[src/rtl/tcp_rx_win_pkg.sv]
// Shared types and sizing helpers for the TCP receive window / ACK controller.
package tcp_rx_win_pkg;

  // Default flow geometry; the descriptor structs are sized to it.
  localparam int DEF_PTR_W = 12;
  localparam int DEF_WIN_W = 16;

  typedef enum logic [1:0] {
    ST_IDLE = 2'd0,
    ST_PEND = 2'd1,
    ST_SEND = 2'd2
  } ack_state_e;

  typedef struct packed {
    logic [DEF_PTR_W:0] start_ptr;
    logic [DEF_PTR_W:0] len;
  } seg_desc_t;

  typedef struct packed {
    logic [DEF_PTR_W:0]   ptr;
    logic [DEF_WIN_W-1:0] win;
  } ack_req_t;

  function automatic longint buf_bytes(input int ptr_w);
    return longint'(1) << ptr_w;
  endfunction

endpackage

[src/rtl/rx_win_sws_calc.sv]
// Free-space, raw window and silly-window-avoidance update decision for one flow.
module rx_win_sws_calc
  import tcp_rx_win_pkg::*;
#(
  parameter int PTR_W        = 12,
  parameter int WIN_SIZE_W   = 16,
  parameter int MAX_SEG_SIZE = 1024
) (
  input  logic [PTR_W:0]      rcv_nxt_ptr,
  input  logic [PTR_W:0]      app_rd_ptr,
  input  logic [WIN_SIZE_W-1:0] adv_win,
  output logic [PTR_W:0]      free,
  output logic [WIN_SIZE_W-1:0] raw_win,
  output logic                win_upd
);

  localparam int CW = ((PTR_W + 1 > WIN_SIZE_W) ? PTR_W + 1 : WIN_SIZE_W) + 1;
  localparam logic [PTR_W:0] BUF_PTR = (PTR_W + 1)'(buf_bytes(PTR_W));
  localparam logic [CW-1:0]  WIN_MAX = CW'((longint'(1) << WIN_SIZE_W) - longint'(1));
  localparam logic [CW-1:0]  MSS_C   = CW'(MAX_SEG_SIZE);

  logic [PTR_W:0] used_s;
  logic [CW-1:0]  free_ext_s;
  logic [CW-1:0]  raw_ext_s;
  logic [CW-1:0]  adv_ext_s;

  // Only grow the window in MSS-sized steps so the right edge never creeps.
  always_comb begin
    used_s     = rcv_nxt_ptr - app_rd_ptr;
    free       = BUF_PTR - used_s;
    free_ext_s = CW'(free);
    adv_ext_s  = CW'(adv_win);
    if (free_ext_s < WIN_MAX) begin
      raw_ext_s = free_ext_s;
    end else begin
      raw_ext_s = WIN_MAX;
    end
    raw_win = WIN_SIZE_W'(raw_ext_s);
    win_upd = ((raw_ext_s >= adv_ext_s) && ((raw_ext_s - adv_ext_s) >= MSS_C)) ||
              ((adv_ext_s == {CW{1'b0}}) && (raw_ext_s >= MSS_C));
  end

endmodule

[src/rtl/tcp_rx_win_ack_ctrl.sv]
// RX segment acceptance, advertised window and ACK request control for one flow.
// Delayed-ACK (PEND state, segment threshold, timer) is built with TCP_RX_DELAYED_ACK_EN.
module tcp_rx_win_ack_ctrl
  import tcp_rx_win_pkg::*;
#(
  parameter int PTR_W              = 12,
  parameter int WIN_SIZE_W         = 16,
  parameter int MAX_SEG_SIZE       = 1024,
  parameter int ACK_SEG_THRESH     = 2,
  parameter int ACK_TIMEOUT_CYCLES = 2000
) (
  input  logic                  clk,
  input  logic                  rst_n,
  input  logic                  init_val,
  input  logic [PTR_W:0]        init_rcv_ptr,
  input  logic                  seg_val,
  output logic                  seg_rdy,
  input  logic [PTR_W:0]        seg_start_ptr,
  input  logic [PTR_W:0]        seg_len,
  output logic                  seg_res_val,
  input  logic                  seg_res_rdy,
  output logic                  seg_res_accept,
  input  logic [PTR_W:0]        app_rd_ptr,
  output logic [PTR_W:0]        rcv_nxt_ptr,
  output logic [WIN_SIZE_W-1:0] adv_win,
  output logic                  ack_req_val,
  input  logic                  ack_req_rdy,
  output logic [PTR_W:0]        ack_req_ptr,
  output logic [WIN_SIZE_W-1:0] ack_req_win
);

  localparam longint WIN_MAX_L = (longint'(1) << WIN_SIZE_W) - longint'(1);
  localparam logic [WIN_SIZE_W-1:0] INIT_WIN =
    WIN_SIZE_W'((buf_bytes(PTR_W) < WIN_MAX_L) ? buf_bytes(PTR_W) : WIN_MAX_L);

  ack_state_e            state_r, state_nxt_s;
  logic                  pend_r;
  logic [PTR_W:0]        rcv_nxt_r, rcv_nxt_nxt_s, free_s, ack_ptr_r;
  logic [WIN_SIZE_W-1:0] adv_win_r, adv_win_nxt_s, raw_win_s, ack_win_r;
  logic                  seg_res_val_r, seg_res_accept_r;
  logic                  win_upd_s, seg_hs_s, seg_ok_s, acc_data_s, rej_s, upd_s;
  logic                  ack_evt_s, kick_s, ack_hs_s, ack_load_s;

  rx_win_sws_calc #(
    .PTR_W       (PTR_W),
    .WIN_SIZE_W  (WIN_SIZE_W),
    .MAX_SEG_SIZE(MAX_SEG_SIZE)
  ) u_sws (
    .rcv_nxt_ptr(rcv_nxt_r),
    .app_rd_ptr (app_rd_ptr),
    .adv_win    (adv_win_r),
    .free       (free_s),
    .raw_win    (raw_win_s),
    .win_upd    (win_upd_s)
  );

  assign seg_rdy  = ~seg_res_val_r | seg_res_rdy;
  assign seg_hs_s = seg_val & seg_rdy;
  assign ack_hs_s = ack_req_val & ack_req_rdy;

  // Acceptance decision and next pointer/window; an accept defers the SWS check a cycle.
  always_comb begin
    seg_ok_s   = (seg_start_ptr == rcv_nxt_r) && (seg_len <= free_s) &&
                 (32'(seg_len) <= 32'(MAX_SEG_SIZE));
    acc_data_s = seg_hs_s && seg_ok_s && (seg_len != {(PTR_W + 1){1'b0}});
    rej_s      = seg_hs_s && !seg_ok_s;
    upd_s      = win_upd_s && !acc_data_s;
    rcv_nxt_nxt_s = rcv_nxt_r;
    adv_win_nxt_s = adv_win_r;
    if (acc_data_s) begin
      rcv_nxt_nxt_s = rcv_nxt_r + seg_len;
      if (32'(seg_len) >= 32'(adv_win_r)) begin
        adv_win_nxt_s = {WIN_SIZE_W{1'b0}};
      end else begin
        adv_win_nxt_s = adv_win_r - WIN_SIZE_W'(seg_len);
      end
    end else if (upd_s) begin
      adv_win_nxt_s = raw_win_s;
    end else begin
      adv_win_nxt_s = adv_win_r;
    end
  end

`ifdef TCP_RX_DELAYED_ACK_EN
  localparam int CNT_W = $clog2(ACK_SEG_THRESH + 1);
  localparam int TMR_W = (ACK_TIMEOUT_CYCLES > 2) ? $clog2(ACK_TIMEOUT_CYCLES) : 1;

  logic [CNT_W-1:0] seg_cnt_r;
  logic [TMR_W-1:0] timer_r;
  logic             thresh_hit_s, timeout_s;

  assign ack_evt_s    = rej_s | upd_s;
  assign thresh_hit_s = acc_data_s && ((32'(seg_cnt_r) + 32'd1) >= 32'(ACK_SEG_THRESH));
  assign timeout_s    = 32'(timer_r) >= 32'(ACK_TIMEOUT_CYCLES - 1);

  // Delayed-ACK segment counter and timer, restarted on every entry into PEND.
  always_ff @(posedge clk or negedge rst_n) begin
    if (!rst_n) begin
      seg_cnt_r <= {CNT_W{1'b0}};
      timer_r   <= {TMR_W{1'b0}};
    end else if (init_val) begin
      seg_cnt_r <= {CNT_W{1'b0}};
      timer_r   <= {TMR_W{1'b0}};
    end else if ((state_nxt_s == ST_PEND) && (state_r != ST_PEND)) begin
      seg_cnt_r <= CNT_W'(1);
      timer_r   <= {TMR_W{1'b0}};
    end else if (state_r == ST_PEND) begin
      timer_r <= timer_r + TMR_W'(1);
      if (acc_data_s) begin
        seg_cnt_r <= seg_cnt_r + CNT_W'(1);
      end
    end else begin
      seg_cnt_r <= {CNT_W{1'b0}};
      timer_r   <= {TMR_W{1'b0}};
    end
  end
`else
  assign ack_evt_s = rej_s | upd_s | acc_data_s;
`endif

  assign kick_s     = ack_evt_s | acc_data_s;
  assign ack_load_s = (state_nxt_s == ST_SEND) && ((state_r != ST_SEND) || ack_hs_s);

  // ACK FSM state register.
  always_ff @(posedge clk or negedge rst_n) begin
    if (!rst_n) begin
      state_r <= ST_IDLE;
    end else if (init_val) begin
      state_r <= ST_IDLE;
    end else begin
      state_r <= state_nxt_s;
    end
  end

  // ACK FSM next-state decode.
  always_comb begin
    state_nxt_s = state_r;
    case (state_r)
      ST_IDLE: begin
        if (ack_evt_s) begin
          state_nxt_s = ST_SEND;
`ifdef TCP_RX_DELAYED_ACK_EN
        end else if (acc_data_s) begin
          state_nxt_s = (ACK_SEG_THRESH <= 1) ? ST_SEND : ST_PEND;
`endif
        end else begin
          state_nxt_s = ST_IDLE;
        end
      end
`ifdef TCP_RX_DELAYED_ACK_EN
      ST_PEND: begin
        if (ack_evt_s || thresh_hit_s || timeout_s) begin
          state_nxt_s = ST_SEND;
        end else begin
          state_nxt_s = ST_PEND;
        end
      end
`endif
      ST_SEND: begin
        if (!ack_hs_s) begin
          state_nxt_s = ST_SEND;
        end else if (pend_r || kick_s) begin
`ifdef TCP_RX_DELAYED_ACK_EN
          state_nxt_s = ST_PEND;
`else
          state_nxt_s = ST_SEND;
`endif
        end else begin
          state_nxt_s = ST_IDLE;
        end
      end
      default: state_nxt_s = ST_IDLE;
    endcase
  end

  // ACK FSM outputs.
  always_comb begin
    ack_req_val = (state_r == ST_SEND);
    ack_req_ptr = ack_ptr_r;
    ack_req_win = ack_win_r;
  end

  // Flow state, segment result and captured ACK payload.
  always_ff @(posedge clk or negedge rst_n) begin
    if (!rst_n) begin
      rcv_nxt_r        <= {(PTR_W + 1){1'b0}};
      adv_win_r        <= {WIN_SIZE_W{1'b0}};
      seg_res_val_r    <= 1'b0;
      seg_res_accept_r <= 1'b0;
      ack_ptr_r        <= {(PTR_W + 1){1'b0}};
      ack_win_r        <= {WIN_SIZE_W{1'b0}};
      pend_r           <= 1'b0;
    end else if (init_val) begin
      rcv_nxt_r        <= init_rcv_ptr;
      adv_win_r        <= INIT_WIN;
      seg_res_val_r    <= 1'b0;
      seg_res_accept_r <= 1'b0;
      ack_ptr_r        <= {(PTR_W + 1){1'b0}};
      ack_win_r        <= {WIN_SIZE_W{1'b0}};
      pend_r           <= 1'b0;
    end else begin
      rcv_nxt_r <= rcv_nxt_nxt_s;
      adv_win_r <= adv_win_nxt_s;
      if (seg_hs_s) begin
        seg_res_val_r    <= 1'b1;
        seg_res_accept_r <= seg_ok_s;
      end else if (seg_res_rdy) begin
        seg_res_val_r <= 1'b0;
      end
      if (ack_load_s) begin
        ack_ptr_r <= rcv_nxt_nxt_s;
        ack_win_r <= adv_win_nxt_s;
      end
      pend_r <= (state_r == ST_SEND) && !ack_hs_s && (pend_r || kick_s);
    end
  end

  assign seg_res_val    = seg_res_val_r;
  assign seg_res_accept = seg_res_accept_r;
  assign rcv_nxt_ptr    = rcv_nxt_r;
  assign adv_win        = adv_win_r;

endmodule

[config.mk]
export PLATFORM = sky130hd
export DESIGN_NAME = tcp_rx_win_ack_ctrl
export DESIGN_NICKNAME = d
export VERILOG_FILES = /design/src/rtl/tcp_rx_win_pkg.sv /design/src/rtl/rx_win_sws_calc.sv /design/src/rtl/tcp_rx_win_ack_ctrl.sv
export SDC_FILE = /design/constraint.sdc
export NUM_CORES = 1
export LEC_CHECK = 0
export ABC_CLOCK_PERIOD_IN_PS = 5790
export CAP_MARGIN = 20
export CORE_ASPECT_RATIO = 1.75
export CORE_MARGIN = 5
export CORE_UTILIZATION = 53
export CTS_CLUSTER_DIAMETER = 40
export DETAILED_ROUTE_END_ITERATION = 10
export PLACE_DENSITY = 0.94
export SLEW_MARGIN = 20
export SYNTH_ARGS = -nofsm -noshare
export SYNTH_HDL_FRONTEND = slang
export SYNTH_SLANG_ARGS = --single-unit
[constraint.sdc]
create_clock -name clk -period 5.79 [get_ports clk]
set_input_delay 0.579 -clock clk [delete_from_list [all_inputs] [get_ports clk]]
set_output_delay 0.579 -clock clk [all_outputs]
set_load 0.01 [all_outputs]
# [After elaboration in Yosys (flattened, before gate mapping)]
# Cells that the tools add are included.
[classes] n_addsub=5 n_lt_le_gt_ge=6 n_eq_ne=4 muxes=21 n_bitwise=7 reduce_logical=23
[ops] op="16-bit two-way mux" n=6
[ops] op="13-bit two-way mux" n=4
[ops] op="13-bit by 16-bit >= comparator with 1-bit output" n=2
[ops] op="17-bit by 11-bit >= comparator with 1-bit output, second input constant" n=1
[ops] op="13-bit by 16-bit subtractor with 17-bit output" n=1
[ops] op="16-bit logical NOT" n=1
[ops] op="16-bit by 13-bit subtractor with 16-bit output" n=1
[ops] op="13-bit adder" n=1
[ops] op="13-bit equality test" n=1
[ops] op="13-bit by 11-bit >= comparator with 1-bit output, second input constant" n=1
[ops] op="13-bit by 11-bit less-or-equal comparator with 1-bit output, second input constant" n=1
[ops] op="13-bit less-or-equal comparator" n=1
[ops] op="13-bit nonzero test" n=1
[ops] op="13-bit subtractor" n=1
[ops] op="13-bit subtractor, first input constant" n=1
[ops] op="1-bit logical AND" n=11
[ops] op="2-bit two-way mux" n=4
[ops] op="1-bit two-way mux" n=6
[ops] op="2-bit equality test, second input constant" n=2
[ops] op="1-bit bitwise OR" n=4
[ops] op="2-bit one-hot mux with 2 select lines" n=1
[ops] op="2-bit nonzero test" n=2
[ops] op="1-bit logical NOT" n=3
[ops] op="1-bit logical OR" n=3
[ops] op="other kinds (5)" n=6
[word_totals] reg_bits=63 in_bits=58 output_inout_bits=62 wordCells=74

# [Depth between registers and ports, before layout]
[logic_depth] depth_word=20 depth_mapped=24 ltp_nobuf=22

# [By module]
# Synthesis repeated with hierarchy kept, for this count alone.
[hier_totals] hier_cells=662 hier_area_um2=6198.4
[by_module_without_submodules] module="tcp_rx_win_ack_ctrl" n_inst=1 cells_per_inst=488 area_each_um2=4850.9 seq_area_each_um2=1551.5
[by_module_without_submodules] module="rx_win_sws_calc" n_inst=1 cells_per_inst=174 area_each_um2=1347.5 seq_area_each_um2=0.0

# [Least setup slack after synthesis]
# No wires, ideal clock.
[synth_timing] path_type="input-to-reg" from="input port app_rd_ptr[1]" to="register ack_win_r[13] (netlist: ack_req_win[13])" setup_ns=0.138 t_arrival_ns=4.711 path_slack_ns=0.941 path_stages=21 n_path_buf=1 path_cell_list="ha_1 ha_1 inv_1 fa_1 nor2b_1 o2111ai_1 a31oi_1 nor4_1 or3_4 inv_2 ha_1 and4_1 a21boi_0 o32a_1 a311oi_1 a21o_1 a21boi_1 o211ai_2 buf_2 a21oi_1 a211oi_2"
[synth_between] elab_chain_len=19 word_cells_on_any_way=33
[synth_rtl] element="start: declaration" line="tcp_rx_win_ack_ctrl.sv:23" source="input logic [PTR_W:0] app_rd_ptr,"
[synth_rtl] element="13-bit subtractor *" line="rx_win_sws_calc.sv:29" source="used_s = rcv_nxt_ptr - app_rd_ptr;"
[synth_rtl] element="13-bit subtractor *" line="rx_win_sws_calc.sv:30" source="free = BUF_PTR - used_s;"
[synth_rtl] element="branches (longest 17 deep; another with 13-bit by 16-bit subtractor with 17-bit output)"
[synth_rtl] element="end signal: assignment" line="tcp_rx_win_ack_ctrl.sv:191" source="ack_win_r <= {WIN_SIZE_W{1'b0}};"
[synth_rtl] element="end signal: assignment" line="tcp_rx_win_ack_ctrl.sv:199" source="ack_win_r <= {WIN_SIZE_W{1'b0}};"
[synth_rtl] element="end signal: assignment" line="tcp_rx_win_ack_ctrl.sv:212" source="ack_win_r <= adv_win_nxt_s;"
[synth_rtl] element="end: declaration" line="tcp_rx_win_ack_ctrl.sv:39" source="logic [WIN_SIZE_W-1:0] adv_win_r, adv_win_nxt_s, raw_win_s, ack_win_r;"
# Every way passes the cells marked *. The select of a mux whose other input is x is not followed.
# A chain may end at the register's enable or synchronous reset.

# [Worst setup path after layout]
[layout_timing] from="input port app_rd_ptr[0]" to="register ack_win_r[2] (netlist: ack_req_win[2])"
# Same word-level chain as after synthesis.

==> out/qor.txt <==
Layout cells sized above 1: 0.104
Synthesis-to-layout area growth: 28.4%
Resize count post-CTS: 0
Worst hold slack: 0.405 ns
Die Area: 13700 um^2
Final Critical Period: 5.53 ns
PortBufs: 119
Cell count along the critical path: 25
Status: finished clean
Post-synthesis async set-or-reset flop share: 1.00
Peak supply drop: 0.319 mV
Die width: 90.5 um
Num CTS Buffers: 9
Routed Antenna Nets: 0
Flops & latches, synth: 62
Reg2reg start: rcv_nxt_ptr[1]$_DFF_PN0_
ANT cells: 0
Final hold vios: 0
Vias/cell: 6.34
Syn nets: 842
Setup CP Type: input pin to register
Die Span Y: 151 um
Dpl hpwl: 15700 um
Hold Path Class: input pin to asynchronous set/reset pin
Num ports: 120
Num rows: 51
First drt pass iteration count: 5
Largest net degree at the start of global routing: 71
Reg2Reg Depth: 23
Total GRT Usage: 0.287
CP peak stage delay: 0.69 ns
Final wirelength: 19800 um
Starting Density: 0.542
Clock transition at path regs: 0.05 ns
Synth Warn #: 0
GRT overflow: 0
Unrepaired setup endpoints after global routing: false
Post-Route Setup TNS: 0 ns
WP data required: 5.95 ns
Synth unique cells: 72
Crit path launch type: input pin
Top Family by Delay on Critical Path: compound AO/OA/AOI/OAI gates
Fin worst setup slack: 0.262 ns
Detailed-route DRC error count: 0
Initial antenna violation count: 0
Tcrit/Tclk final: 0.955
EDFF count, synth: 0
Post-Syn Instances: 707
Detailed Route Iter0 Violations: 608
Max-cap violation count: 0
Nets: 971
Pre-CTS setup slack: -0.0955 ns
Synthesized area: 6020 um^2
Syn_area_per_cell: 8.51 um^2
Register area share after synthesis: 0.258
Slew @ Worst Pin: 0.898 ns
Vias in the first global route: 6341
Cell Pwr Density: 422 nW/um^2
Gpl congestion: 1.05
Clock skew: 0.00742 ns
CTS tree: done
Critical Path Sink Type: register
Critical path's slowest cell: nor2_2
Crit path max fanout: 17
# hold bufs at CTS: 0
Post-CTS Setup Inserts: 0
Slew Viols, Final: 0
Fill cells: 851
Critical Path AT: 5.69 ns
Final setup viols: 0
Max Fclk: 181 MHz
H-tree levels: 3
WL per Instance: 20.3 um
Leak: 0.00339 uW
Worst-skew pair later-pin latency: 0.33 ns
Root Buffer: clkbuf_16
Sink Count: 62
Rel. slew slack: 0.394
DR vias: 6167
Core area: 11100 um^2
Critical path origin: app_rd_ptr[0]
First-pass GRT wire length: 31600 um
Buffers & Inverters on Critical Path: 7
CTS Buffer Depth: 2
Ys flop type: dfrtp_1
sequential cells by signal, indices dropped and copies added, names as in the netlist:
| name | count |
|---|---|
| state_r | 1 |
| seg_res_accept | 1 |
| adv_win | 16 |
| seg_res_val | 1 |
| pend_r | 1 |
| ack_req_win | 16 |
| rcv_nxt_ptr | 13 |
| ack_req_ptr | 13 |
cells in the mapped netlist (4+ instances only):
cell,instances,share of area
nand3_1,19,0.016
ha_1,74,0.15
or4_1,5,0.0062
mux2_2,12,0.022
o21ai_0,29,0.024
a211o_1,4,0.0058
inv_1,67,0.042
nor4_1,12,0.012
o32ai_2,4,0.011
and2_1,4,0.0042
nand2_1,40,0.025
nor2_1,36,0.022
mux2i_1,6,0.010
dfrtp_1,62,0.26
a211oi_1,15,0.019
a311oi_1,4,0.0058
clkbuf_1,14,0.0087
nand4_1,12,0.012
a31o_2,4,0.0058
nand2b_1,11,0.011
a31oi_1,7,0.0073
o21a_1,5,0.0062
a21o_1,11,0.014
nor2b_1,11,0.011
nor3_1,45,0.037
a21oi_1,61,0.051
xnor2_1,18,0.026
xor2_1,22,0.032
buf_2,9,0.0075
o211ai_1,13,0.016
power breakdown:
group | leakage (uW) | total, uW | switching (uW) | internal, uW
combinational | 0.00246 | 2100 | 1180 | 924
sequential | 0.000800 | 669 | 118 | 551
clock | 0.000133 | 484 | 175 | 309
layout make-up:
| class | count | area (um^2) | share of cell area |
|---|---|---|---|
| Multi-Input combinational cell | 551 | 4100 | 0.531 |
| Sequential cell | 62 | 1550 | 0.201 |
| Timing Repair Buffer | 144 | 1380 | 0.179 |
| Clock buffer | 14 | 264 | 0.0342 |
| Inverter | 68 | 255 | 0.0330 |
| Tap cell | 132 | 165 | 0.0214 |
| Clock inverter | 1 | 5.00 | 0.000648 |
cells in the final DEF (no fill, tap or decap), types with 4 or more instances in the layout:
cell type,n
a31oi_1,6
clkdlybuf4s50_1,117
inv_1,67
a31o_2,4
nor2b_1,11
o21a_1,5
a311oi_1,4
o32ai_2,4
ha_1,74
dfrtp_1,62
nand4_1,12
clkbuf_16,9
a211oi_2,4
nand2_1,40
o211ai_1,13
a211o_1,4
mux2_2,12
a21oi_1,61
nor3_1,45
buf_4,24
mux2i_1,6
or4_1,5
a21o_1,11
o21ai_0,29
nand2b_1,11
xor2_1,22
nor4_1,12
a211oi_1,14
and2_1,4
nor2_1,36
xnor2_1,18
nand3_1,19
stage by stage:
stage          area [um^2]  power [uW]   util  std cells
2_1_floorplan         6020        1970      -        707
3_3_place_gp          7440        2670  0.670        957
3_5_place_dp          7440        2720  0.670        957
4_1_cts               7710        3220  0.694        972
5_1_grt               7720        3470  0.696        972
6_report              7720        3260  0.696        972
routing by layer:
layer  routed length, um  global-route usage  part of all wire  up-vias
met5                   0                   0                 0        -
met4                1110               0.160             0.056        0
met3                1060              0.0363             0.054       84
met2               10200               0.523              0.52      260
met1                7360               0.320              0.37     2964
li1                    -                   -                 -     2859
path summary, 6_finish.rpt:
check,end,slack [ns]
worst max-delay path,ack_req_win[2]$_DFFE_PN0P_,0.26
worst min-delay path,ack_req_ptr[2]$_DFFE_PN0P_,0.40
worst max register to register,ack_req_win[2]$_DFFE_PN0P_,0.35
worst min register to register,seg_res_accept$_DFFE_PN0P_,0.55
max in group asynchronous,ack_req_win[10]$_DFFE_PN0P_,4.86
min in group clk,seg_res_accept$_DFFE_PN0P_,0.55
cell families after synthesis:
logic type,count (synthesis),share of synthesized area
AOI/OAI and AO/OA,202,0.241
xor gates and xnor gates,40,0.0582
adders and majority gates,77,0.164
buffers and inverters,94,0.0630
DFF,62,0.258
muxes,18,0.0324
and+or+nand+nor,214,0.184
Power figures use the tool's default switching activity.
